<file path="config.mk">
export PLATFORM = sky130hd
export DESIGN_NAME = ifetch_buffer_flat
export DESIGN_NICKNAME = d
export VERILOG_FILES = /design/src/rtl/ifetch_buffer_pkg.sv /design/src/rtl/ifetch_buffer_if.sv /design/src/rtl/ifetch_buffer_fifo.sv /design/src/rtl/ifetch_buffer.sv /design/src/flat_wrapper.sv
export SDC_FILE = /design/constraint.sdc
export NUM_CORES = 1
export LEC_CHECK = 0
export CELL_PAD_IN_SITES_DETAIL_PLACEMENT = 0
export CELL_PAD_IN_SITES_GLOBAL_PLACEMENT = 1
export CORE_ASPECT_RATIO = 1.5
export CORE_MARGIN = 2
export CORE_UTILIZATION = 50
export CTS_CLUSTER_DIAMETER = 150
export DETAILED_ROUTE_END_ITERATION = 10
export GPL_TIMING_DRIVEN = 0
export PLACE_DENSITY = 0.87
export REMOVE_ABC_BUFFERS = 1
export SLEW_MARGIN = 0
export SYNTH_ARGS = -nofsm -noshare
export SYNTH_HDL_FRONTEND = slang
export SYNTH_SLANG_ARGS = --single-unit
</file>
<file path="constraint.sdc">
create_clock -name clk -period 9.49 [get_ports clk]
set_clock_uncertainty 0.2 [all_clocks]
set_input_delay 0.949 -clock clk [delete_from_list [all_inputs] [get_ports clk]]
set_output_delay 0.949 -clock clk [all_outputs]
set_load 0.02 [all_outputs]
</file>
<file path="src/rtl/ifetch_buffer_pkg.sv">
// Shared types and constants for the instruction prefetch buffer.
package ifetch_buffer_pkg;
    localparam int XLEN_DEF = 32;
    localparam int INSTR_W  = 32;
    localparam int PC_STEP  = 4;

    typedef struct packed {
        logic [XLEN_DEF-1:0] pc;
        logic [INSTR_W-1:0]  ir;
    } ifb_entry_t;
endpackage

</file>
<file path="src/rtl/ifetch_buffer_if.sv">
// Fetch-side bundle: redirect in, memory request/response, decode output channel.
interface ifetch_buffer_if
    import ifetch_buffer_pkg::*;
#(
    parameter int XLEN = XLEN_DEF
);
    logic               redirect_valid;
    logic [XLEN-1:0]    redirect_pc;
    logic               mem_req_valid;
    logic               mem_req_ready;
    logic [XLEN-1:0]    mem_req_addr;
    logic               mem_rsp_valid;
    logic [INSTR_W-1:0] mem_rsp_data;
    logic               out_valid;
    logic               out_ready;
    logic [XLEN-1:0]    out_pc;
    logic [INSTR_W-1:0] out_ir;

    // master = the prefetch unit, slave = memory + decode + branch unit
    modport master (
        input  redirect_valid, redirect_pc, mem_req_ready, mem_rsp_valid, mem_rsp_data, out_ready,
        output mem_req_valid, mem_req_addr, out_valid, out_pc, out_ir
    );
    modport slave (
        output redirect_valid, redirect_pc, mem_req_ready, mem_rsp_valid, mem_rsp_data, out_ready,
        input  mem_req_valid, mem_req_addr, out_valid, out_pc, out_ir
    );
endinterface

</file>
<file path="src/rtl/ifetch_buffer_fifo.sv">
// Synchronous FIFO of fetched {pc, ir} entries; head is the registered oldest entry.
module ifetch_buffer_fifo
    import ifetch_buffer_pkg::*;
#(
    parameter int  DEPTH = 4,
    parameter type T     = ifb_entry_t,
    localparam int AW    = $clog2(DEPTH)
) (
    input  logic      clk,
    input  logic      rst,
    input  logic      push,
    input  logic      pop,
    input  logic      flush,
    input  T          din,
    output T          head,
    output logic [AW:0] count
);
    T            mem [DEPTH];
    logic [AW:0] wr_ptr;
    logic [AW:0] rd_ptr;

    // Extra pointer bit distinguishes full from empty.
    always_ff @(posedge clk) begin
        if (rst || flush) begin
            wr_ptr <= '0;
            rd_ptr <= '0;
        end else begin
            if (push) wr_ptr <= wr_ptr + 1'b1;
            if (pop)  rd_ptr <= rd_ptr + 1'b1;
        end
    end

    always_ff @(posedge clk) begin
        if (push && !flush) mem[wr_ptr[AW-1:0]] <= din;
    end

    assign head  = mem[rd_ptr[AW-1:0]];
    assign count = wr_ptr - rd_ptr;
endmodule

</file>
<file path="src/rtl/ifetch_buffer.sv">
// Instruction prefetch buffer: credit-limited pipelined fetch, in-order queue, redirect flush.
// Optional IFB_PERF_EN adds perf_empty_cyc / perf_flushes saturating counters.
module ifetch_buffer
    import ifetch_buffer_pkg::*;
#(
    parameter int              XLEN     = XLEN_DEF,
    parameter int              DEPTH    = 4,
    parameter logic [XLEN-1:0] RESET_PC = '0
) (
    input  logic clk,
    input  logic rst,
    ifetch_buffer_if.master bus
`ifdef IFB_PERF_EN
    ,
    output logic [31:0] perf_empty_cyc,
    output logic [31:0] perf_flushes
`endif
);
    localparam int AW = $clog2(DEPTH);
    localparam int CW = AW + 1;

    typedef struct packed {
        logic [XLEN-1:0]    pc;
        logic [INSTR_W-1:0] ir;
    } entry_t;

    logic [XLEN-1:0] fetch_pc, rsp_pc, redir_pc;
    logic [CW-1:0]   inflight, drop, count;
    logic [CW-1:0]   inflight_n, drop_n;
    entry_t          head, push_entry;
    logic            redirect, credit, req_valid, req_fire;
    logic            rsp_acc, rsp_drop, push, pop, out_valid;
    logic            unused_pc_lsb;

    assign redirect      = bus.redirect_valid;
    assign redir_pc      = {bus.redirect_pc[XLEN-1:2], 2'b00};
    assign unused_pc_lsb = ^bus.redirect_pc[1:0];

    // Queued + outstanding never exceeds DEPTH, so responses always find a slot.
    assign credit    = ({1'b0, count} + {1'b0, inflight}) < (CW+1)'(DEPTH);
    assign req_valid = !rst && !redirect && credit;
    assign req_fire  = req_valid && bus.mem_req_ready;

    // A response with nothing outstanding is a protocol error and is ignored.
    assign rsp_acc  = !rst && bus.mem_rsp_valid && (inflight != '0);
    assign rsp_drop = rsp_acc && (drop != '0);
    assign push     = rsp_acc && (drop == '0) && !redirect;

    assign out_valid = !rst && (count != '0) && !redirect;
    assign pop       = out_valid && bus.out_ready;

    assign push_entry.pc = rsp_pc;
    assign push_entry.ir = bus.mem_rsp_data;

    always_comb begin
        inflight_n = inflight + CW'(req_fire) - CW'(rsp_acc);
        drop_n     = drop - CW'(rsp_drop);
        // Everything still outstanding after this cycle's response is wrong-path.
        if (redirect) drop_n = drop_n + inflight_n;
    end

    always_ff @(posedge clk) begin
        if (rst) begin
            fetch_pc <= RESET_PC;
            rsp_pc   <= RESET_PC;
            inflight <= '0;
            drop     <= '0;
        end else begin
            inflight <= inflight_n;
            drop     <= drop_n;
            if (redirect) begin
                fetch_pc <= redir_pc;
                rsp_pc   <= redir_pc;
            end else begin
                if (req_fire) fetch_pc <= fetch_pc + XLEN'(PC_STEP);
                if (push)     rsp_pc   <= rsp_pc + XLEN'(PC_STEP);
            end
        end
    end

    ifetch_buffer_fifo #(
        .DEPTH (DEPTH),
        .T     (entry_t)
    ) u_fifo (
        .clk   (clk),
        .rst   (rst),
        .push  (push),
        .pop   (pop),
        .flush (redirect),
        .din   (push_entry),
        .head  (head),
        .count (count)
    );

    assign bus.mem_req_valid = req_valid;
    assign bus.mem_req_addr  = fetch_pc;
    assign bus.out_valid     = out_valid;
    assign bus.out_pc        = rst ? '0 : head.pc;
    assign bus.out_ir        = rst ? '0 : head.ir;

`ifdef IFB_PERF_EN
    logic [31:0] empty_q, flush_q;

    always_ff @(posedge clk) begin
        if (rst) begin
            empty_q <= '0;
            flush_q <= '0;
        end else begin
            if (!out_valid && (empty_q != '1)) empty_q <= empty_q + 32'd1;
            if (redirect && (flush_q != '1))   flush_q <= flush_q + 32'd1;
        end
    end

    assign perf_empty_cyc = rst ? '0 : empty_q;
    assign perf_flushes   = rst ? '0 : flush_q;
`endif

    a_rsp_no_inflight: assert property (@(posedge clk) disable iff (rst)
        !(bus.mem_rsp_valid && (inflight == '0)))
        else $error("ifetch_buffer: response with no request outstanding");
endmodule

</file>
<file path="src/flat_wrapper.sv">
// flat-port wrapper written by rule: the top's interface ports become plain ports
module ifetch_buffer_flat import ifetch_buffer_pkg::*;
#(
    parameter int              XLEN     = XLEN_DEF,
    parameter int              DEPTH    = 4,
    parameter logic [XLEN-1:0] RESET_PC = '0
)
  (clk, rst, bus_redirect_valid, bus_redirect_pc, bus_mem_req_ready, bus_mem_rsp_valid, bus_mem_rsp_data, bus_out_ready, bus_mem_req_valid, bus_mem_req_addr, bus_out_valid, bus_out_pc, bus_out_ir);
  ifetch_buffer_if #(.XLEN(XLEN)) bus_i ();
  input  logic clk;
  input  logic rst;
  input wire logic [$bits(bus_i.redirect_valid)-1:0] bus_redirect_valid;
  input wire logic [$bits(bus_i.redirect_pc)-1:0] bus_redirect_pc;
  input wire logic [$bits(bus_i.mem_req_ready)-1:0] bus_mem_req_ready;
  input wire logic [$bits(bus_i.mem_rsp_valid)-1:0] bus_mem_rsp_valid;
  input wire logic [$bits(bus_i.mem_rsp_data)-1:0] bus_mem_rsp_data;
  input wire logic [$bits(bus_i.out_ready)-1:0] bus_out_ready;
  output wire logic [$bits(bus_i.mem_req_valid)-1:0] bus_mem_req_valid;
  output wire logic [$bits(bus_i.mem_req_addr)-1:0] bus_mem_req_addr;
  output wire logic [$bits(bus_i.out_valid)-1:0] bus_out_valid;
  output wire logic [$bits(bus_i.out_pc)-1:0] bus_out_pc;
  output wire logic [$bits(bus_i.out_ir)-1:0] bus_out_ir;
  assign bus_i.redirect_valid = bus_redirect_valid;
  assign bus_i.redirect_pc = bus_redirect_pc;
  assign bus_i.mem_req_ready = bus_mem_req_ready;
  assign bus_i.mem_rsp_valid = bus_mem_rsp_valid;
  assign bus_i.mem_rsp_data = bus_mem_rsp_data;
  assign bus_i.out_ready = bus_out_ready;
  assign bus_mem_req_valid = bus_i.mem_req_valid;
  assign bus_mem_req_addr = bus_i.mem_req_addr;
  assign bus_out_valid = bus_i.out_valid;
  assign bus_out_pc = bus_i.out_pc;
  assign bus_out_ir = bus_i.out_ir;
  ifetch_buffer #(.XLEN(XLEN), .DEPTH(DEPTH), .RESET_PC(RESET_PC)) u_core (.clk(clk), .rst(rst), .bus(bus_i));
endmodule
</file>
==> results_dict.tcl, run 1 <==
set metrics [dict create \
    outcome "complete, no violations" \
    routabilityCongestion 0.8500 \
    antenna_found_initial 0 \
    synth_flop_cell "edfxtp_1" \
    ir_drop_mv 0.1184 \
    drt_iter0_markers 627 \
    syn-mean-instance-area_um2 14.68 \
    drc 0 \
    post-cts-setup-buffers 0 \
    syn_to_final_growth_pct 21.73 \
    die-height_um 206.5 \
    hold_slack_ps 312.6 \
    reg2reg_from "u_core.u_fifo.wr_ptr[0]" \
    fill_cells 2056 \
    grt_pass1_wl_um 44040 \
    num_rows 74 \
    syn_inst 931 \
    final_cell_mix "edfxtp_1, clkdlybuf4s50_1, dfxtp_1" \
    nets 1166 \
    start_util_pct 50.55 \
    path_class "reg2reg" \
    grt_use_total_pct 19.38 \
    synthArstFlopShare_pct 0 \
    grt_max_degree 92 \
    diodes 0 \
    cts-buffers-inserted 29 \
    fmax_mhz 188.4 \
    period_minus_slack_ps 5308 \
    hpwl_um 17980 \
    pin_count 168 \
    final_common_cell "edfxtp_1" \
    cts_tree "yes" \
    vias 8150 \
    regArea_um2 8936 \
    grt_overflow 0 \
    dr.pass1.iters 5 \
    clk_pin_slew_ps 70 \
    clock_sinks 322 \
    cp-start-kind "flop" \
    ys_warn_count 0 \
    post_cts_resized 0 \
    crit_path_start "u_core.u_fifo.wr_ptr[0]" \
    rsz0062_at_grt "false" \
    worstMarginPinSlew_ps 1118 \
    finalSetupTns_ps 0 \
    cap_violations 0 \
    p_leak_nw 5.331 \
    synth.ff_latch_count 322 \
    synth_edf_count 248 \
    die_x_um 139.0 \
    yosysSeqAreaShare_pct 65.33 \
    crit_required_ps 9760 \
    core-area_um2 27040 \
    hold_class "reg2reg" \
    multi_input_area_um2 4413 \
    holdCritStartpoint "u_core.bus.mem_req_addr[29]" \
    via_per_inst 5.656 \
    htreeDepth 1 \
    powerDensity_nw_per_um2 185.3 \
    hold_violations 0 \
    drive_gt1_share_pct 13.01 \
    final_util_pct 61.53 \
    hold_buffers 0 \
    synthDistinctLibCells 58 \
    cp_max_fo 26 \
    slew-limit-headroom_pct 25.26 \
    setup.worst_path.end_class "flop" \
    grt_pass1_vias 8271 \
    finalCritPeriodShare_pct 55.93 \
    setup_viol 0 \
    wl_um 27810 \
    worstSkewPairLatency_ps 550 \
    cts.path.max_buffers 3 \
    drt-wirelength-per-cell_um 19.30 \
    finalMaxSlewViolations 0 \
    dieArea_um2 28700 \
    cp_data_arrival_time_ps 5580 \
    io_buffers 161 \
    antenna_left 0 \
    root_buffer "clkbuf_16" \
    post_synth_instance_area_um2 13670 \
]
through the flow:
stage               std cells  setup WS (ps)  cell area [um2]  total power, W
floorplan                 878           4849            13430        0.001822
global placement         1381          41.10            15470        0.001966
detailed placement       1389           4158            15700        0.001972
CTS                      1441           4137            16640        0.003109
global route             1441           3785            16640        0.003198
finish                   1441           4182            16640        0.003083
kinds of logic (layout without fill, tap and decap cells):
kind of cell	count (synthesis)	after routing	synth area share, %
DFF	322	322	65.33
muxes	66	66	10.55
AOI/OAI and AO/OA	113	113	5.392
other	1	4	0.02744
xor gates and xnor gates	35	35	2.353
buffers and inverters	83	248	2.536
adders and majority gates	18	18	1.813
and+or+nand+nor	293	293	12.00
routing by layer:
metal / track usage (%) / vias up / part of all wire (%)
met5: 0 / - / 0
met4: 6.457 / 0 / 2.3
met3: 2.062 / 39 / 4.4
met2: 35.61 / 225 / 54
met1: 24.03 / 4028 / 40
li1: - / 3858 / -
cells in the mapped netlist, drive strengths merged, types with 3 or more instances:
cell type	n	area share, %
a211oi	16	0.92
a21boi	8	0.44
a21oi	28	1.0
a311oi	5	0.32
a31oi	16	0.73
a32oi	5	0.32
a41oi	4	0.26
and2	6	0.27
and3	5	0.23
and4	5	0.32
buf	17	0.72
clkbuf	39	1.1
dfxtp	74	11
edfxtp	248	54
fa	3	0.44
ha	15	1.4
inv	27	0.74
mux2	4	0.33
mux4	62	10
nand2	48	1.3
nand3	25	0.92
nand4	25	1.2
nor2	53	1.5
nor2b	67	3.1
nor3	26	1.1
nor4	11	0.88
o211ai	3	0.16
o21ai	20	0.73
or3	10	0.49
or4	4	0.25
xnor2	22	1.4
xor2	12	0.77
registers in the layout (all words and copies together), names as in the netlist, named ones only:
| name | count |
|---|---|
| u_core.u_fifo.rd_ptr | 3 |
| u_core.inflight | 3 |
| u_core.u_fifo.wr_ptr | 3 |
| u_core.bus.mem_req_addr | 30 |
| u_core.rsp_pc | 30 |
| u_core.drop | 3 |
| u_core.u_fifo.mem | 248 |
final timing paths:
kind,to,slack (ps),cells past startpoint
min reg2reg,u_core.bus.mem_req_addr[29],310,2
max,u_core.drop[2],4180,16
max reg2reg,u_core.drop[2],4180,16
min,u_core.bus.mem_req_addr[29],310,2
critical path, stage by stage (launching register included):
cell	delay (ps)
dfxtp_1	350
inv_1	120
ha_1	150
inv_1	50
fa_1	360
xor3_1	220
inv_1	50
ha_1	280
nor4b_1	300
nand3_1	810
inv_2	700
ha_1	270
fa_1	460
fa_1	440
xor2_1	210
a21oi_1	90
nor3_1	180
report_power, final:
| group | total [W] | internal (W) | switching [W] | leakage, nW |
|---|---|---|---|---|
| combinational | 0.000324 | 0.000155 | 0.000169 | 2.01 |
| clock | 0.00114 | 0.000644 | 0.000499 | 0.456 |
| sequential | 0.00162 | 0.00157 | 0.0000461 | 2.86 |
cell type report:
class	instances	area share, %
clock buffers	37	4.723
clock inverters	15	0.9100
inverters	27	0.6092
multi-input cells	529	26.53
flip-flops and latches	322	53.72
well taps	342	2.572
repair buffers	169	10.94
(Power assumes the default switching activity.)
==> run 2, diff against run 1 <==
--- a/config.mk
+++ b/config.mk
@@ -9,11 +9,11 @@
 export CELL_PAD_IN_SITES_GLOBAL_PLACEMENT = 1
 export CORE_ASPECT_RATIO = 1.5
 export CORE_MARGIN = 2
-export CORE_UTILIZATION = 50
+export CORE_UTILIZATION = 42
 export CTS_CLUSTER_DIAMETER = 150
 export DETAILED_ROUTE_END_ITERATION = 10
 export GPL_TIMING_DRIVEN = 0
-export PLACE_DENSITY = 0.87
+export PLACE_DENSITY = 0.78
 export REMOVE_ABC_BUFFERS = 1
 export SLEW_MARGIN = 0
 export SYNTH_ARGS = -nofsm -noshare
==> constraint.sdc (replaced) <==
create_clock -name clk -period 4.8 [get_ports clk]
set_clock_uncertainty 0.2 [all_clocks]
set_input_delay 0.48 -clock clk [delete_from_list [all_inputs] [get_ports clk]]
set_output_delay 0.48 -clock clk [all_outputs]
set_load 0.02 [all_outputs]
==> results_dict.tcl, run 2 (synthesis gave the netlist of run 1 again) <==
set metrics [dict create \
    cts_tree "yes" \
    finalMaxSlewViolations 0 \
    worstMarginPinSlew_ps 1018 \
    grt_use_total_pct 17.43 \
    root_buffer "clkbuf_16" \
    drive_gt1_share_pct 13.76 \
    reg2reg_from "u_core.u_fifo.wr_ptr[0]" \
    reg2reg_to "u_core.drop[2]" \
    hold_class "in2reg" \
    cts-buffers-inserted 30 \
    antenna_left 0 \
    r2r_slack_ps 280 \
    num_rows 80 \
    grt_overflow 0 \
    htreeDepth 1 \
    cp_data_arrival_time_ps 4800 \
    start_util_pct 42.80 \
    core-area_um2 31930 \
    reg2reg_depth 16 \
    cts.path.max_buffers 3 \
    powerDensity_nw_per_um2 375.7 \
    syn_to_final_growth_pct 23.55 \
    nets 1169 \
    outcome "complete, no violations" \
    die-height_um 224.9 \
    instances_no_fill 1515 \
    hold_buffers 0 \
    drt_iter0_markers 430 \
    diodes 0 \
    grt_pass1_wl_um 45800 \
    cp_max_fo 22 \
    slowest_stage "nor2_1" \
    grt_max_degree 88 \
    path_class "reg2reg" \
    cp-start-kind "flop" \
    rsz0062_at_grt "false" \
    fill_cells 2657 \
    pin_count 168 \
    finalSetupTns_ps 0 \
    drc 0 \
    period_minus_slack_ps 4524 \
    setup.worst_path.end_class "flop" \
    slew-limit-headroom_pct 31.91 \
    clk_pin_slew_ps 70 \
    via_per_inst 5.385 \
    dr.pass1.iters 6 \
    routabilityCongestion 0.8235 \
    antenna_found_initial 0 \
    dp.cells 1457 \
    min_to "u_core.inflight[2]" \
    finalCritPeriodShare_pct 94.25 \
    cap_violations 0 \
    crit_required_ps 5080 \
    final_common_cell "edfxtp_1" \
    setup_viol 0 \
    final_cell_mix "edfxtp_1, clkdlybuf4s50_1, dfxtp_1" \
    drt-wirelength-per-cell_um 19.82 \
    dieArea_um2 34030 \
    max_stage_delay_ps 490 \
    p_leak_nw 5.408 \
    wl_um 30030 \
    holdCritStartpoint "rst" \
    grt_pass1_vias 8358 \
    io_buffers 161 \
    crit_chain "inv_1 -> ha_1 -> inv_1 -> fa_1 -> xor3_1 -> inv_1 -> ha_1 -> nor2_1 -> nand3_4 -> inv_6 -> ha_1 -> fa_1 -> fa_1 -> xor2_1 -> a21oi_1 -> nor3_1" \
    die_x_um 151.3 \
    worstSkewPairLatency_ps 550 \
    vias 8159 \
    finalPower_w 0.006344 \
    hold_violations 0 \
    ir_drop_mv 0.2416 \
    hpwl_um 18660 \
    fmax_mhz 221.0 \
    holdPathStages 2 \
    clock_sinks 322 \
    largest_reg_flops 248 \
]
[run 2: area by class of cell]
| cell class | instances | area [um2] | share of cell area, % |
|---|---|---|---|
| clock inverters | 16 | 201.4 | 1.193 |
| well taps | 410 | 513.0 | 3.038 |
| repair buffers | 170 | 1828 | 10.83 |
| inverters | 27 | 106.4 | 0.6299 |
| multi-input cells | 530 | 4451 | 26.36 |
| flip-flops and latches | 322 | 8936 | 52.92 |
| clock buffers | 40 | 849.6 | 5.032 |
[run 2: report_power, final]
part           total (W)  switching [W]  internal [W]
sequential       0.00319      0.0000919       0.00310
combinational   0.000655       0.000346      0.000309
clock            0.00249        0.00103       0.00147
[run 2: through the flow]
stage                     hold WS (ps)  cell area (um2)  setup WS (ps)  utilization [%]
final                            112.6            16880          275.9            52.88
after global routing             125.5            16880          10.91            52.88
after CTS                        107.9            16850          20.65            52.77
after detailed placement         290.4            15780         -665.7            49.43
after global placement           289.3            15560          -4438            48.72
after floorplan                  275.2            13430          305.8                -
[run 2: worst max-delay path by stage]
stage | startpoint | end | slack [ps] | cells past startpoint
after floorplan | u_core.u_fifo.wr_ptr[0] | u_core.drop[2] | 310 | 16
after global placement | rst | u_core.drop[2] | -4440 | 10
after global routing | u_core.u_fifo.wr_ptr[0] | u_core.drop[2] | 10 | 16
after detailed placement | u_core.u_fifo.wr_ptr[0] | u_core.drop[2] | -670 | 16
after CTS | u_core.u_fifo.wr_ptr[0] | u_core.drop[2] | 20 | 16
final | u_core.u_fifo.wr_ptr[0] | u_core.drop[2] | 280 | 16
[run 2: repair_timing]
| action | 4_1_cts | 5_1_grt |
|---|---|---|
| endpoints found under the hold margin | 0 | 0 |
| pin swaps | 0 | 2 |
| setup buffers | 0 | 1 |
| setup endpoints to repair | 2 | 2 |
| gates resized for setup | 3 | 3 |
| cloned | 0 | 1 |
[run 2: worst max-delay path, delay by kind of cell, from the launching register on]
family          cells  cell delay [ps]
simple gates        3             1040
fa+ha+maj           6             1830
compound gates      1               90
flops               1              350
buf+inv             4              500
xor+xnor            2              430
[run 2: metal layers]
metal	vias up	track usage [%]	part of all wire, %
met5	-	0	0
met4	0	5.155	2.1
met3	40	2.126	4.2
met2	196	31.65	54
met1	4056	21.59	40
li1	3867	-	-
==> run 3, diff against run 2 <==
--- a/config.mk
+++ b/config.mk
@@ -15,6 +15,7 @@
 export GPL_TIMING_DRIVEN = 0
 export PLACE_DENSITY = 0.78
 export REMOVE_ABC_BUFFERS = 1
+export SKIP_LAST_GASP = 1
 export SLEW_MARGIN = 0
 export SYNTH_ARGS = -nofsm -noshare
 export SYNTH_HDL_FRONTEND = slang
==> results of run 3 <==
No change in the layout: final DEF, timing and power equal those of run 2.
